File: src/rtl/data_mem_responder.sv
// Data-bus memory responder: internal word store for loads/stores, byte-style address -> word index; MMIO_PORT_EN adds an io_out register at 12'hFFC.
// Latency: request accepted on edge k, ack/err in the cycle after edge k+1+WAIT_CYCLES (WAIT_CYCLES=0: the cycle right after edge k).
// Backpressure: one request in flight; req is not sampled while busy or in the ack cycle, so acks are at least one idle cycle apart.
module data_mem_responder #(
  parameter int DATA_W      = 12,
  parameter int ADDR_W      = 12,
  parameter int DEPTH       = 64,
  parameter int WAIT_CYCLES = 2
) (
  input  logic              clk,
  input  logic              reset_n,
  input  logic              req,
  input  logic              we,
  input  logic [ADDR_W-1:0] addr,
  input  logic [DATA_W-1:0] wdata,
  output logic [DATA_W-1:0] rdata,
  output logic              ack,
  output logic              busy,
  output logic              err
`ifdef MMIO_PORT_EN
  ,
  output logic [DATA_W-1:0] io_out
`endif
);

  localparam int         IDXW     = ADDR_W - 2;
  localparam int         MW       = (DEPTH > 1) ? $clog2(DEPTH) : 1;
  localparam logic [3:0] CNT_LOAD = 4'(WAIT_CYCLES);

  typedef enum logic [1:0] {IDLE, WAIT, RESP} state_t;

  state_t            state_q, state_d;
  logic [3:0]        cnt_q;
  logic              we_q;
  logic [ADDR_W-1:0] addr_q;
  logic [DATA_W-1:0] wdata_q;
  logic              err_q;
  logic [DATA_W-1:0] mem [DEPTH];

  logic              accept;
  logic              go_resp;
  logic              cur_we;
  logic [ADDR_W-1:0] cur_addr;
  logic [DATA_W-1:0] cur_wdata;
  logic [IDXW-1:0]   cur_idx;
  logic              cur_in_range;
  logic              cur_io;
  logic              cur_hit;
  logic [DATA_W-1:0] load_val;
  logic              unused_addr_lsbs;

  // In IDLE the live bus is the request (needed when WAIT_CYCLES=0 commits on the accept edge); afterwards only the latched copy counts.
  assign accept       = (state_q == IDLE) && req;
  assign cur_we       = (state_q == IDLE) ? we    : we_q;
  assign cur_addr     = (state_q == IDLE) ? addr  : addr_q;
  assign cur_wdata    = (state_q == IDLE) ? wdata : wdata_q;
  assign cur_idx      = cur_addr[ADDR_W-1:2];
  assign cur_in_range = ({1'b0, cur_idx} < (IDXW+1)'(DEPTH));
`ifdef MMIO_PORT_EN
  assign cur_io       = (cur_addr == ADDR_W'(12'hFFC));
`else
  assign cur_io       = 1'b0;
`endif
  assign cur_hit          = cur_in_range && !cur_io;
  assign unused_addr_lsbs = ^cur_addr[1:0];

  assign ack  = (state_q == RESP);
  assign busy = (state_q != IDLE);
  assign err  = (state_q == RESP) && err_q;

  // State register.
  always_ff @(posedge clk or negedge reset_n) begin
    if (!reset_n) state_q <= IDLE;
    else          state_q <= state_d;
  end

  // Next state; the counter is loaded with WAIT_CYCLES and RESP is entered the edge after it reaches zero.
  always_comb begin
    state_d = state_q;
    go_resp = 1'b0;
    case (state_q)
      IDLE: begin
        if (req) begin
          if (WAIT_CYCLES == 0) begin
            state_d = RESP;
            go_resp = 1'b1;
          end else begin
            state_d = WAIT;
          end
        end
      end
      WAIT: begin
        if (cnt_q == 4'd0) begin
          state_d = RESP;
          go_resp = 1'b1;
        end
      end
      RESP:    state_d = IDLE;
      default: state_d = IDLE;
    endcase
  end

  // Wait-state counter.
  always_ff @(posedge clk or negedge reset_n) begin
    if (!reset_n)                             cnt_q <= 4'd0;
    else if (accept)                          cnt_q <= CNT_LOAD;
    else if (state_q == WAIT && cnt_q != 0)   cnt_q <= cnt_q - 4'd1;
  end

  // Capture the request on accept so later bus changes are ignored.
  always_ff @(posedge clk or negedge reset_n) begin
    if (!reset_n) begin
      we_q    <= 1'b0;
      addr_q  <= '0;
      wdata_q <= '0;
    end else if (accept) begin
      we_q    <= we;
      addr_q  <= addr;
      wdata_q <= wdata;
    end
  end

  // Error flag for the pending response: out of range and not the MMIO register.
  always_ff @(posedge clk or negedge reset_n) begin
    if (!reset_n)     err_q <= 1'b0;
    else if (go_resp) err_q <= !cur_in_range && !cur_io;
  end

  // Word array, not reset; reset_n gates the write so an aborted request never commits.
  always_ff @(posedge clk) begin
    if (reset_n && go_resp && cur_we && cur_hit) mem[cur_idx[MW-1:0]] <= cur_wdata;
  end

`ifdef MMIO_PORT_EN
  // MMIO output register, written by a store to 12'hFFC.
  always_ff @(posedge clk or negedge reset_n) begin
    if (!reset_n)                         io_out <= '0;
    else if (go_resp && cur_we && cur_io) io_out <= cur_wdata;
  end
`endif

  // Load data source: array word, MMIO register, or zero when out of range.
  always_comb begin
    load_val = '0;
    if (cur_hit) load_val = mem[cur_idx[MW-1:0]];
`ifdef MMIO_PORT_EN
    if (cur_io) load_val = io_out;
`endif
  end

  // Load data is registered on the edge entering RESP and held until the next load.
  always_ff @(posedge clk or negedge reset_n) begin
    if (!reset_n)                 rdata <= '0;
    else if (go_resp && !cur_we)  rdata <= load_val;
  end

endmodule

File: config.mk
export PLATFORM = sky130hd
export DESIGN_NAME = data_mem_responder
export DESIGN_NICKNAME = d
export VERILOG_FILES = /design/src/rtl/data_mem_responder.sv
export SDC_FILE = /design/constraint.sdc
export NUM_CORES = 1
export LEC_CHECK = 0
export ABC_CLOCK_PERIOD_IN_PS = 3700
export BUFFER_PORTS_ARGS = -buffer_cell sky130_fd_sc_hd__buf_2
export CAP_MARGIN = 0
export CORE_MARGIN = 3
export CORE_UTILIZATION = 25
export CTS_BUF_LIST = sky130_fd_sc_hd__clkbuf_4
export DETAILED_ROUTE_END_ITERATION = 7
export GPL_ROUTABILITY_DRIVEN = 0
export HOLD_SLACK_MARGIN = 0.12
export PLACE_DENSITY = 0.41
export SYNTH_ARGS = -nofsm -noshare
export SYNTH_HDL_FRONTEND = slang
export SYNTH_SLANG_ARGS = --single-unit
File: constraint.sdc
create_clock -name clk -period 3.7 [get_ports clk]
set_input_delay 0.555 -clock clk [delete_from_list [all_inputs] [get_ports clk]]
set_output_delay 0.555 -clock clk [all_outputs]
set_load 0.005 [all_outputs]
== Yosys cells after proc, flatten, opt, wreduce, memory -nomap -nowiden ==
Memory sizes are Yosys's and may differ from the RTL's.
Cells that the tools add are included.
W data, S select, Z words.

* Memories: 1
* Logic and storage cells: 42
* Input port bits: 28
* Output and inout bits: 15
* Flip-flop bits (word level): 44
* Bits in writable memories: 768

* $add $sub $neg: 1
* Equal/unequal tests: 4
* Magnitude comparators: 1
* Muxes and demuxes: 13
* Reductions and logical operators: 15

{| class="wikitable"
|+ Memories
! memory !! words !! bits a word !! rd ports !! clocked after memory_dff !! wr ports !! line !! text
|-
| mem || 64 || 12 || 1 || 0 || 1 || 38 || <nowiki>logic [DATA_W-1:0] mem [DEPTH];</nowiki>
|}

{| class="wikitable"
|+ Operator list
! operator !! count
|-
| $mux W12 || 3
|-
| $lt A10 B7 Y1 const B || 1
|-
| $mux W4 || 2
|-
| $logic_and A1 B1 Y1 || 7
|-
| $mux W1 || 5
|-
| $logic_not A4 Y1 || 1
|-
| $mux W2 || 2
|-
| $ne A2 B2 Y1 const B || 2
|-
| $pmux W2 S2 || 1
|-
| $reduce_bool A2 Y1 || 2
|-
| $reduce_bool A4 Y1 || 1
|-
| $sub A4 B1 Y4 const B || 1
|-
| $eq A2 B1 Y1 const B || 1
|-
| $eq A2 B2 Y1 const B || 1
|-
| $logic_not A1 Y1 || 2
|-
| $logic_not A2 Y1 || 1
|-
| $reduce_and A2 Y1 || 1
|}

== Longest topological paths before layout ==
* Depth after elaboration: 8
* Gate-level depth with buffers: 11
* Mapped depth without buffers: 8

== Worst setup path before layout ==
OpenSTA, ideal clock, no wires.

* Path kind: input to register
* From: input addr[2]
* To: memory mem[14][0], enable pin
* Library setup time: 380 ps
* Data arrival time: 2596 ps
* Slack: 724 ps
* Path buffers: 3
* Stages: 7
* Data required time: 3320 ps
* Cells stage by stage: buf_4 or4b_1 o31ai_2 buf_2 buf_2 nand3_1 nor2_1

* Word-level cells in the longest chain between the ends: 5

{| class="wikitable"
|+ RTL lines
! item !! line !! text
|-
| from (decl) || 14 || <nowiki>input logic [ADDR_W-1:0] addr,</nowiki>
|-
| $mux W12 (*) || 55 || <nowiki>assign cur_addr = (state_q == IDLE) ? addr : addr_q;</nowiki>
|-
| $lt A10 B7 Y1 || 58 || <nowiki>assign cur_in_range = ({1'b0, cur_idx} < (IDXW+1)'(DEPTH));</nowiki>
|-
| $logic_and A1 B1 Y1 || 131 || <nowiki>if (reset_n && go_resp && cur_we && cur_hit) mem[cur_idx[MW-1:0]] <= cur_wdata;</nowiki>
|-
| $mux W1 || 131 ||
|-
| $mux W1 (implied by the code) || 131 ||
|-
| to (decl) || 38 ||
|}

Mark *: on every way between the ends. The rest lies on a longest branch, timed or not.

== Final worst setup path ==
* From: register state_q[0]
* To: register rdata[11]

* Word-level cells in the longest chain between the ends: 4
* Elaborated cells between the ends (all ways): 10
* Classes of those cells: 1 x order compare; 1 x eq/ne; 4 x mux; 3 x reduce/logical; 1 x memory

{| class="wikitable"
|+ RTL lines
! item !! line !! text
|-
| from (decl) || 32 || <nowiki>state_t state_q, state_d;</nowiki>
|-
| from (signal assigned) || 74 || <nowiki>else state_q <= state_d;</nowiki>
|-
| $logic_not A2 Y1 || 54, 55 ||
|-
| $mux W12 / $mux W1 (equally long branches) || 55, 54 ||
|-
| $mem_v2 Z64 W12, or another cell as far along || n/a ||
|-
| $mux W12 / $logic_and A1 B1 Y1 (equally long branches) || 145, 154 ||
|-
| to (signal assigned) || 154 || <nowiki>else if (go_resp && !cur_we) rdata <= load_val;</nowiki>
|-
| to (decl) || 16 || <nowiki>output logic [DATA_W-1:0] rdata,</nowiki>
|}

Several ways; a longest one is shown, not always the timed one.
A chain may end at the register's enable or synchronous reset.

==> impl_metrics.ini <==
[setup_path]
slowest_delay_ns = 0.82
crit_chain = nor2_2 -> inv_2 -> mux2i_4 -> buf_12 -> a22oi_1 -> nor2_1 -> o41ai_1 -> o2111ai_1 -> o31ai_1
rr_worst_depth = 9
r2r_start = state_q[0]
cp-start-kind = register
cp_max_fo = 13
critPathRequiredTime_ns = 4.62
worstSetupPathDepth = 9
timing.critical_path.buf_inv = 2
cp-startpoint = state_q[0]
cp.arrival_ns = 4.61
endpoint = rdata[11]
reg2reg_slack_ns = 0.01
cp_slowest_cell = o41ai_1
r2r_end = rdata[11]
setup.worst_path.class = register to register
cp-end-kind = register
cp_top_family = compound AO/OA/AOI/OAI gates

[route]
met1Wirelength_um = 48730
dr_wl_met3_um = 8124
routed_wirelength_um = 112800
drcViolationCount = 0
antenna_left = 0
topRoutingLayerUsed = met5
drt-pass1-iter-count = 5
wl_met2_um = 52550
vias = 20870
detail_route.iter0.violations = 1818
wl_per_cell_um = 25.97
via_per_inst = 4.803

[timing]
skew_ns = 0.09886
fmax_ghz = 0.2712
slew_headroom = 0.1372
tightest_slew_ns = 1.294
fin_crit_sh = 0.9964
setup_ws_ns = 0.01318
layout_min_cycle_time_ns = 3.687
rsz0062_at_grt = false
maxSlewViolCount = 0
setup_viol = 0
hold_viol = 0

[placement]
pre_cts_ws_ns = -0.04940
portBuffers = 40
dpl.cell_count = 3929
dp_hpwl_um = 70050

[cts]
cts_tree = done
htree_num_levels = 4
cts_buffer_depth = 3
cts_root_buf = clkbuf_4
cts_buffers = 210
cts_sinks = 810
clk_latency_ns = 1.06
clkTransAtPathRegs_ns = 0.07

[synth]
yosys.area.top_type = edfxtp_1
ys_seq_area_frac = 0.7687
synth.most_common_cell = edfxtp_1
syn-cell-area_um2 = 31370
ys_ff_latch = 810
syn_area_per_cell_um2 = 14.50
yosys_warnings = 0
yosysTopAreaCellShare = 0.7352
synth_enable_flop_cells = 768
synth_fp_nets = 2194
synth.distinct_cells = 67
synth_area_leaders = edfxtp_1 74%, nand2_1 5.3%, o22ai_1 3.6%
synth_common_cells = 768 x edfxtp_1, 441 x nand2_1, 181 x o22ai_1, 144 x nor2_1, 99 x nand3_1
ys.flop_type = edfxtp_1
synthCells = 2164
synthArstFlopShare = 0.05185

[job]
drv_cap = 0

[finish]
layout.cells.non_filler = 4344
nNetsFinal = 2567
syn_to_final_growth_pct = 23.56
fillers = 12340
drive_gt1_frac = 0.2344

[global_route]
track_usage = 0.1717
antenna_found_initial = 7
grt_max_degree = 65
grt_pass1_vias = 20980
grt_remaining_overflow = 0
grt_pass1_wl_um = 158500

[power_and_ir_drop]
ir_drop_v = 0.0004857
p_leak_uw = 0.01325
power_density_nw_per_um2 = 807.6

[die]
io_pins = 43
core_um2 = 124100
initial_core_util = 0.2527
die_h_um = 360.2
die_w_um = 360.2
num_rows = 129
dieArea_um2 = 129800

[min_path]
hp-class = input port to register
hold_depth = 4

[outcome]
status = finished, final reports clean
==> placed cells by master (no fill, tap or decap), drive strengths merged, types with 5 or more instances in the layout <==
master	netlist	layout
nand2	443	443
clkbuf	36	323
nor2	144	144
buf	86	250
diode	0	7
nand2b	9	9
inv	10	18
nor2b	5	5
nand3	99	99
nor4	20	20
a22oi	8	8
a21oi	43	43
edfxtp	768	768
o22ai	181	181
nor3	20	20
mux2i	47	47
a32o	20	20
o31ai	12	12
a32oi	25	25
o41ai	7	7
and2	5	5
o21ai	11	11
dfrtp	42	42
dlygate4sd3	0	33
or4	6	6
a31oi	54	54
clkinv	0	41
==> metrics by stage <==
step / hold WS [ns] / TNS, ns / instance area, µm² / util / total power, µW
after floorplan: 0.2594 / 0 / 31370 / - / 17770
after global placement: 0.4543 / -0.1402 / 35720 / 0.2878 / 23690
after detailed placement: 0.4623 / -0.07089 / 35720 / 0.2878 / 23790
after CTS: 0.1204 / 0 / 38740 / 0.3121 / 31610
after global routing: 0.1917 / 0 / 38750 / 0.3122 / 32770
final: 0.2700 / 0 / 38760 / 0.3123 / 31300
==> worst min path at each step <==
stage,startpoint,endpoint,slack (ns)
floorplan,reset_n,addr_q[10],0.26
global placement,addr_q[8],addr_q[8],0.45
detailed placement,wdata_q[10],wdata_q[10],0.46
CTS,wdata[11],wdata_q[11],0.12
global route,addr[8],addr_q[8],0.19
finish,wdata[11],wdata_q[11],0.27
==> worst register-to-register path: stages (launching register included) <==
cell and delay, ns:
dfrtp_1 0.53, nor2_2 0.32, inv_2 0.21, mux2i_4 0.43
buf_12 0.28, a22oi_1 0.15, nor2_1 0.08, o41ai_1 0.82
o2111ai_1 0.41, o31ai_1 0.31
==> logic make-up (layout without fill, tap and decap cells) <==
kind of cell             after synthesis  count (layout)  synth area share
flip-flops                           810             810            0.7687
AND/OR/NAND/NOR                      771             771            0.1043
AO/OA/AOI/OAI                        397             397           0.08878
buffers and inverters                132             668           0.02090
multiplexers                          49              49           0.01571
XOR/XNOR                               3               3         0.0008377
adder cells (fa/ha/maj)                2               2         0.0007976
other                                  0               7                 0
==> metal layers <==
layer	vias to the layer above	GRT usage
li1	9216	-
met1	10680	0.2264
met2	802	0.2718
met3	169	0.04514
met4	4	0.06365
met5	-	0
==> power breakdown <==
group	total (µW)	internal, µW	switching, µW
Clock	7710	4020	3680
Sequential	12200	11900	271
Combinational	11400	3210	8160
Total	31300	19200	12100
==> area by class of cell <==
type	instances	area (µm²)	share of cell area
clock inverter	52	252.7	0.006521
inverter	10	37.54	0.0009684
antenna	7	17.52	0.0004519
tap	1637	2048	0.05284
timing repair buffer	283	3158	0.08148
clock buffer	323	2425	0.06256
sequential	810	24110	0.6221
multi-input combinational	1222	6708	0.1731
==> state kept, by name (all words and copies together), names as in the netlist <==
signal / count
mem: 768
rdata: 12
wdata_q: 12
addr_q: 10
cnt_q: 4
state_q: 2
err_q: 1
we_q: 1
==> timing repair <==
action / CTS / global route
buffers inserted: 0 / 0
hold endpoints to repair: 123 / 0
resized for setup: 2 / 0
hold buffers: 33 / 0
setup endpoints to repair: 2 / 0
(Power assumes the default switching activity.)
